<file path="config.mk">
export PLATFORM = sky130hd
export DESIGN_NAME = bcd_scan_mux_flat
export DESIGN_NICKNAME = d
export VERILOG_FILES = /design/src/rtl/bcd_scan_mux_if.sv /design/src/rtl/bcd_scan_mux.sv /design/src/flat_wrapper.sv
export SDC_FILE = /design/constraint.sdc
export NUM_CORES = 1
export LEC_CHECK = 0
export ABC_AREA = 1
export BUFFER_PORTS_ARGS = -buffer_cell sky130_fd_sc_hd__buf_4
export CAP_MARGIN = 15
export CORE_AREA = 2 2 79 81
export CTS_BUF_LIST = sky130_fd_sc_hd__clkbuf_8
export DETAILED_ROUTE_END_ITERATION = 10
export DIE_AREA = 0 0 81 83
export SLEW_MARGIN = 20
export SYNTH_ARGS = -nofsm -noshare
export SYNTH_HDL_FRONTEND = slang
export SYNTH_SLANG_ARGS = --single-unit
</file>
<file path="constraint.sdc">
create_clock -name clk -period 2.2 [get_ports clk]
set_input_delay 0.22 -clock clk [delete_from_list [all_inputs] [get_ports clk]]
set_output_delay 0.22 -clock clk [all_outputs]
set_load 0.1 [all_outputs]
</file>
<file path="src/rtl/bcd_scan_mux_if.sv">
// Bundle of the scan multiplexer's functional signals: control/data in from
// the host side, decoder inputs D..A, anode enables and error flag out.
interface bcd_scan_mux_if #(
    parameter int NDIG = 4
);
    logic              en;
    logic              load;
    logic [4*NDIG-1:0] digits_in;
    logic              D;
    logic              C;
    logic              B;
    logic              A;
    logic [NDIG-1:0]   an;
    logic              err;

    modport master (
        output en, load, digits_in,
        input  D, C, B, A, an, err
    );

    modport slave (
        input  en, load, digits_in,
        output D, C, B, A, an, err
    );
endinterface

</file>
<file path="src/rtl/bcd_scan_mux.sv">
// Time-multiplexed BCD digit scanner feeding a shared BCD-to-7-segment
// decoder. Holds a shadow copy of the digit bank, steps through the digits
// with a refresh prescaler, keeps anodes dark for a short guard window at the
// start of each slot, blanks leading zeros and darkens non-BCD nibbles.
module bcd_scan_mux #(
    parameter int NDIG     = 4,
    parameter int PRESCALE = 1000,
    parameter int GUARD    = 2,
    parameter int LZB      = 1
) (
    input  logic             clk,
    input  logic             rst_n,
    bcd_scan_mux_if.slave    bus
);
    localparam int CNT_W = (PRESCALE > 1) ? $clog2(PRESCALE) : 1;
    localparam int IDX_W = (NDIG > 1) ? $clog2(NDIG) : 1;

    logic [4*NDIG-1:0] shadow_q, shadow_d;
    logic [CNT_W-1:0]  cnt_q, cnt_d;
    logic [IDX_W-1:0]  idx_q, idx_d;
    logic [NDIG-1:0]   an_q, an_d;
    logic [3:0]        dcba_q, dcba_d;
    logic              err_q, err_d;

    logic [3:0]        nib     [NDIG];
    logic [NDIG-1:0]   invalid;
    logic [NDIG-1:0]   blank;
    logic              allz;
    logic [3:0]        sel_nib;
    logic              sel_dark;
    logic              guard_ok;

    // Next-state for shadow bank, slot counter and digit index
    always_comb begin
        shadow_d = bus.load ? bus.digits_in : shadow_q;
        cnt_d    = cnt_q;
        idx_d    = idx_q;
        if (bus.en) begin
            if (cnt_q == CNT_W'(PRESCALE - 1)) begin
                cnt_d = '0;
                idx_d = (idx_q == IDX_W'(NDIG - 1)) ? '0 : idx_q + 1'b1;
            end else begin
                cnt_d = cnt_q + 1'b1;
            end
        end
    end

    // Per-digit validity and leading-zero blanking, evaluated on the next shadow
    always_comb begin
        allz = 1'b1;
        for (int k = 0; k < NDIG; k++) begin
            nib[k]     = shadow_d[4*k +: 4];
            invalid[k] = (shadow_d[4*k +: 4] > 4'd9);
        end
        blank = '0;
        // Walk from the most significant digit down; an invalid nibble counts
        // as nonzero and therefore stops the blanking run.
        for (int k = NDIG - 1; k >= 0; k--) begin
            allz     = allz & (nib[k] == 4'd0);
            blank[k] = allz && (k != 0) && (LZB != 0);
        end
    end

    // The guard window is empty when GUARD is 0, so the anode may light at cnt 0
    generate
        if (GUARD == 0) begin : g_noguard
            assign guard_ok = 1'b1;
        end else begin : g_guard
            assign guard_ok = (cnt_d >= CNT_W'(GUARD));
        end
    endgenerate

    assign sel_nib  = nib[idx_d];
    assign sel_dark = blank[idx_d] | invalid[idx_d];

    // Output next-state from next-state cnt/idx/shadow so outputs line up with state
    always_comb begin
        an_d   = '1;
        dcba_d = dcba_q;
        err_d  = |invalid;
        if (bus.en) begin
            dcba_d = sel_dark ? 4'b0000 : sel_nib;
            if (guard_ok && !sel_dark) begin
                an_d[idx_d] = 1'b0;
            end
        end
    end

    // State and registered outputs; reset aborts scanning immediately
    always_ff @(posedge clk or negedge rst_n) begin
        if (!rst_n) begin
            shadow_q <= '0;
            cnt_q    <= '0;
            idx_q    <= '0;
            an_q     <= '1;
            dcba_q   <= 4'b0000;
            err_q    <= 1'b0;
        end else begin
            shadow_q <= shadow_d;
            cnt_q    <= cnt_d;
            idx_q    <= idx_d;
            an_q     <= an_d;
            dcba_q   <= dcba_d;
            err_q    <= err_d;
        end
    end

    assign bus.D   = dcba_q[3];
    assign bus.C   = dcba_q[2];
    assign bus.B   = dcba_q[1];
    assign bus.A   = dcba_q[0];
    assign bus.an  = an_q;
    assign bus.err = err_q;
endmodule

</file>
<file path="src/flat_wrapper.sv">
// flat-port wrapper written by rule: the top's interface ports become plain ports
module bcd_scan_mux_flat 
#(
    parameter int NDIG     = 4,
    parameter int PRESCALE = 1000,
    parameter int GUARD    = 2,
    parameter int LZB      = 1
)
  (clk, rst_n, bus_en, bus_load, bus_digits_in, bus_D, bus_C, bus_B, bus_A, bus_an, bus_err);
  bcd_scan_mux_if #(.NDIG(NDIG)) bus_i ();
  input  logic clk;
  input  logic rst_n;
  input wire logic [$bits(bus_i.en)-1:0] bus_en;
  input wire logic [$bits(bus_i.load)-1:0] bus_load;
  input wire logic [$bits(bus_i.digits_in)-1:0] bus_digits_in;
  output wire logic [$bits(bus_i.D)-1:0] bus_D;
  output wire logic [$bits(bus_i.C)-1:0] bus_C;
  output wire logic [$bits(bus_i.B)-1:0] bus_B;
  output wire logic [$bits(bus_i.A)-1:0] bus_A;
  output wire logic [$bits(bus_i.an)-1:0] bus_an;
  output wire logic [$bits(bus_i.err)-1:0] bus_err;
  assign bus_i.en = bus_en;
  assign bus_i.load = bus_load;
  assign bus_i.digits_in = bus_digits_in;
  assign bus_D = bus_i.D;
  assign bus_C = bus_i.C;
  assign bus_B = bus_i.B;
  assign bus_A = bus_i.A;
  assign bus_an = bus_i.an;
  assign bus_err = bus_i.err;
  bcd_scan_mux #(.NDIG(NDIG), .PRESCALE(PRESCALE), .GUARD(GUARD), .LZB(LZB)) u_core (.clk(clk), .rst_n(rst_n), .bus(bus_i));
endmodule
</file>
==> parameters.txt <==
Parameter                              Value

Setup path
  Critical path's slowest cell    sky130_fd_sc_hd__dfrtp_1
  Buffer and inverter count on the worst path    1
  Critical Path AT    roughly 2.2 ns
  Most frequent cell on the critical path    sky130_fd_sc_hd__nand2_1
  Delay contributed by the slowest stage of the critical path    about 0.4 ns
  Endpoint class of the critical path    flop
  Worst Reg-to-Reg Cells    11
  Type of element launching the critical path    flop
  Critical path fanouts, max    15
  Capture instance of the worst register-to-register path    u_core.dcba_q[2]$_DFFE_PN0P_
  Family with the most delay on the worst path    simple AND/OR/NAND/NOR gates
  Minimum setup slack among reg-to-reg paths    between 0.2 and 0.25 ns
  Critical path class    flop to flop
  Critical path data required time    2.43 ns
  Chain of cells forming the critical path    ha_1, nand2_1, nor2_8, nand4_4, nand2_4, inv_2, nand3_1, nand3_2, nor2_4, nand2_1, nand2_1
  FF-to-FF Start    u_core.cnt_q[1]$_DFF_PN0_

Logic synthesis
  Area fraction of the dominant cell type after synthesis    36.7%
  Net count after synthesis    approximately 330
  Number of enable flip-flop cells after synthesis    0
  Synth Area in XOR/XNOR    0.390%
  Post-synthesis adder-cell area fraction    1.67%
  Avg Inst Size Synth    7.27 µm²
  Combinational family with the most area after synthesis    simple AND/OR/NAND/NOR gates
  Post-synthesis instance area    2250 µm²
  Most area-hungry cell type in the Yosys netlist    sky130_fd_sc_hd__dfrtp_1
  Fraction of the mapped netlist area in compound gates    3.06%
  Post-Synth Simple-Gate Area    41.7%
  Total of warnings raised by yosys    0
  Number of library cell types mapped by synthesis    30
  Mux cell area share after synthesis    0%
  Post-Synthesis Cells    between 300 and 400
  Number of synthesized register bits    37
  Area contributors post-synth    sky130_fd_sc_hd__dfrtp_1 (37%), sky130_fd_sc_hd__nand2_1 (18%), sky130_fd_sc_hd__inv_1 (8.2%)
  Register area share after synthesis    41.4%
  Most common cell in the netlist    sky130_fd_sc_hd__nand2_1
  Most instantiated flip-flop cell in the synthesis netlist    sky130_fd_sc_hd__dfrtp_1
  Share of flip-flops with an asynchronous set or reset    100%
  Commonest cells in the netlist    sky130_fd_sc_hd__nand2_1 (107), sky130_fd_sc_hd__inv_1 (49), sky130_fd_sc_hd__dfrtp_1 (33), sky130_fd_sc_hd__nand3_1 (30), sky130_fd_sc_hd__nor2_1 (17)

Die
  Height of the chip    roughly 83 µm
  Floorplan die width    81 µm
  Starting density of the core    38.6%
  Number of top-level design ports    29
  Floorplan die area    6720 µm²
  Row count    28
  Area inside the core boundary    a little under 6000 µm²

Placement
  Count of placed standard cells including taps    403
  Number of input and output port buffers inserted    28
  Placer Congestion    approximately 0.83
  Sum of net half-perimeters after detailed placement    3670 µm

Route
  Average wire length per cell after detail routing    11.7 µm
  Number of design-rule violations left by the first detailed-router iteration    around 160
  Post-route DRC violation count    0
  Number of vias per cell    4.65
  Post-route met1 wirelength    2360 µm
  Met2 wire length    2210 µm
  Detail Route Antenna Nets    0
  DR vias    approximately 1900
  Routed Wire Length    4830 µm
  Uppermost layer routed    met4
  Drt first pass iters    4
  Metal3 WL    177 µm

GRT
  Via count of the first global-routing pass    1871
  Aggregate global routing overflow    0
  All-Layer GR Usage    16.1%
  Wire length of the first global-routing pass    8620 µm
  Maximum number of pins on one net before global-route repair    38
  Antenna violations before repair    0

STA
  Highest clock frequency the design can meet    508 MHz
  Transition at the pin with the smallest max-transition slack    0.465 ns
  Final hold violation count    0
  Post-route minimum period    1.97 ns
  Number of pins with negative max-slew slack in the final report    0
  Final setup skew    roughly 0.0072 ns
  Hold WS    0.167 ns
  Setup repair after global routing missed its margin    no
  Final count of negative-setup-slack endpoints    0
  Crit share post-route    89.5%
  Total negative setup slack    0 ns
  Relative slew slack    69.0%

Hold path
  Capture endpoint of the worst hold path    u_core.shadow_q[0]$_DFF_PN0_
  Worst Hold Path Cells    3
  Worst hold path class    input port to flop
  Hold Path Origin    bus_digits_in[0]

Clock tree
  Worst skew pair latency    0.29 ns
  Clock Tree Buf Depth    2
  Clock tree from TritonCTS    yes
  Clock transition time at the flip-flop clock pins of the worst setup and hold paths    ~0.07 ns
  Number of sinks on the clock net    37
  Maximum level of the CTS H-tree    2
  Total clock buffers created by CTS    5
  Post-CTS setup repair buffer count    0
  Clock Root Buffer    sky130_fd_sc_hd__clkbuf_8

Power and ir drop
  Peak supply drop    0.389 mV
  Total Power Consumption    2.07 mW
  Power density over the cells    796 nW/µm²
  LEAKAGE    1.45 nW

Final layout
  Relative area change from synthesis to final layout    15.5%
  Ant. Diodes    0
  Total number of nets in the final design    359
  Finished Layout Cells    412
  Fraction of layout instances using a drive strength above 1    17.8%
  Final core occ    between 40 and 50%

Run
  Number of violations of the max-capacitance limit    0

Status
  Result of the run    finished, final reports clean
[flip-flops by register name, summed over array words and instances (netlist names)]
name	count
u_core.shadow_q	16
u_core.cnt_q	10
u_core.bus.an	4
u_core.dcba_q	4
u_core.idx_q	2
u_core.bus.err	1
[area by class of cell]
| class | instances | area, µm² |
|---|---|---|
| fillers | 625 | 3220 |
| multi-input cells | 209 | 1060 |
| flip-flops and latches | 37 | 931 |
| repair buffers | 29 | 220 |
| inverters | 54 | 203 |
| well taps | 75 | 93.8 |
| clock buffers | 6 | 82.6 |
| clock inverters | 2 | 7.51 |
[report_power, final]
group	total (mW)	internal (mW)	switching, mW	leakage [nW]
registers	0.930	0.786	0.144	0.433
clock network	0.475	0.246	0.229	0.0538
logic	0.661	0.213	0.448	0.959
[worst max path at each step]
stage,cells after the start,startpoint,to,slack [ns]
6_report,11,u_core.cnt_q[1]$_DFF_PN0_,u_core.dcba_q[2]$_DFFE_PN0P_,0.23
5_1_grt,11,u_core.cnt_q[0]$_DFF_PN0_,u_core.dcba_q[2]$_DFFE_PN0P_,0.007
4_1_cts,12,u_core.cnt_q[0]$_DFF_PN0_,u_core.dcba_q[2]$_DFFE_PN0P_,0.22
3_5_place_dp,12,u_core.cnt_q[0]$_DFF_PN0_,u_core.dcba_q[2]$_DFFE_PN0P_,0.22
3_3_place_gp,12,u_core.cnt_q[0]$_DFF_PN0_,u_core.dcba_q[1]$_DFFE_PN0P_,0.30
2_1_floorplan,12,u_core.cnt_q[0]$_DFF_PN0_,u_core.dcba_q[0]$_DFFE_PN0P_,0.51
[placed cells by master, fill, tap and decap left out]
cell                            netlist  routed
sky130_fd_sc_hd__nand2_2              5       4
sky130_fd_sc_hd__nor3_1               8       8
sky130_fd_sc_hd__o21ai_0              4       4
sky130_fd_sc_hd__nand3_2              3       3
sky130_fd_sc_hd__nand2_1            107     107
sky130_fd_sc_hd__inv_1               49      51
sky130_fd_sc_hd__nand2_4              2       3
sky130_fd_sc_hd__nand4_1              9       9
sky130_fd_sc_hd__a2111o_1             1       1
sky130_fd_sc_hd__xor2_1               1       1
sky130_fd_sc_hd__or2_0                1       1
sky130_fd_sc_hd__ha_1                 3       3
sky130_fd_sc_hd__dfstp_2              4       4
sky130_fd_sc_hd__dlygate4sd3_1        0       1
sky130_fd_sc_hd__buf_4                2      28
sky130_fd_sc_hd__nand3b_1             2       2
sky130_fd_sc_hd__nor2_1              17      17
sky130_fd_sc_hd__dfrtp_1             33      33
sky130_fd_sc_hd__or2_2                1       1
sky130_fd_sc_hd__inv_2                5       5
sky130_fd_sc_hd__o21bai_1             1       1
sky130_fd_sc_hd__and2_1               2       2
sky130_fd_sc_hd__a21oi_1              6       6
sky130_fd_sc_hd__nor2_8               2       2
sky130_fd_sc_hd__nand3_1             30      30
sky130_fd_sc_hd__nand4_4              1       1
sky130_fd_sc_hd__clkbuf_8             0       6
sky130_fd_sc_hd__nand3_4              1       1
sky130_fd_sc_hd__nor2_4               2       2
[stage by stage]
stage	instance area [µm²]	worst slack [ns]
3_3_place_gp	2490	0.301
5_1_grt	2590	0.00675
6_report	2590	0.231
4_1_cts	2590	0.219
2_1_floorplan	2250	0.509
3_5_place_dp	2490	0.224
[logic make-up (layout without fill, tap and decap cells)]
group,Yosys count,after routing
simple gates,193,193
buf+inv,63,91
flops,37,37
compound gates,12,12
fa+ha+maj,3,3
xor+xnor,1,1
[repair_timing]
| item | in CTS | in global routing |
|---|---|---|
| setup endpoints to repair | 0 | 1 |
| hold endpoints to repair | 33 | 0 |
| hold buffers | 1 | 0 |
| resized for setup | 0 | 1 |
[worst register-to-register path: cells and delay by family, from the launching register on]
kind / cells / cell delay, ns
and+or+nand+nor: 9 / 1.23
DFF: 1 / 0.40
adders and majority gates: 1 / 0.21
buffers and inverters: 1 / 0.08
[per-layer routing]
layer,GRT usage (%),vias up
met2,24.0,34
met3,3.26,7
met1,23.2,870
li1,-,1005
met4,5.39,0
met5,0,-
Power figures use the tool's default switching activity.
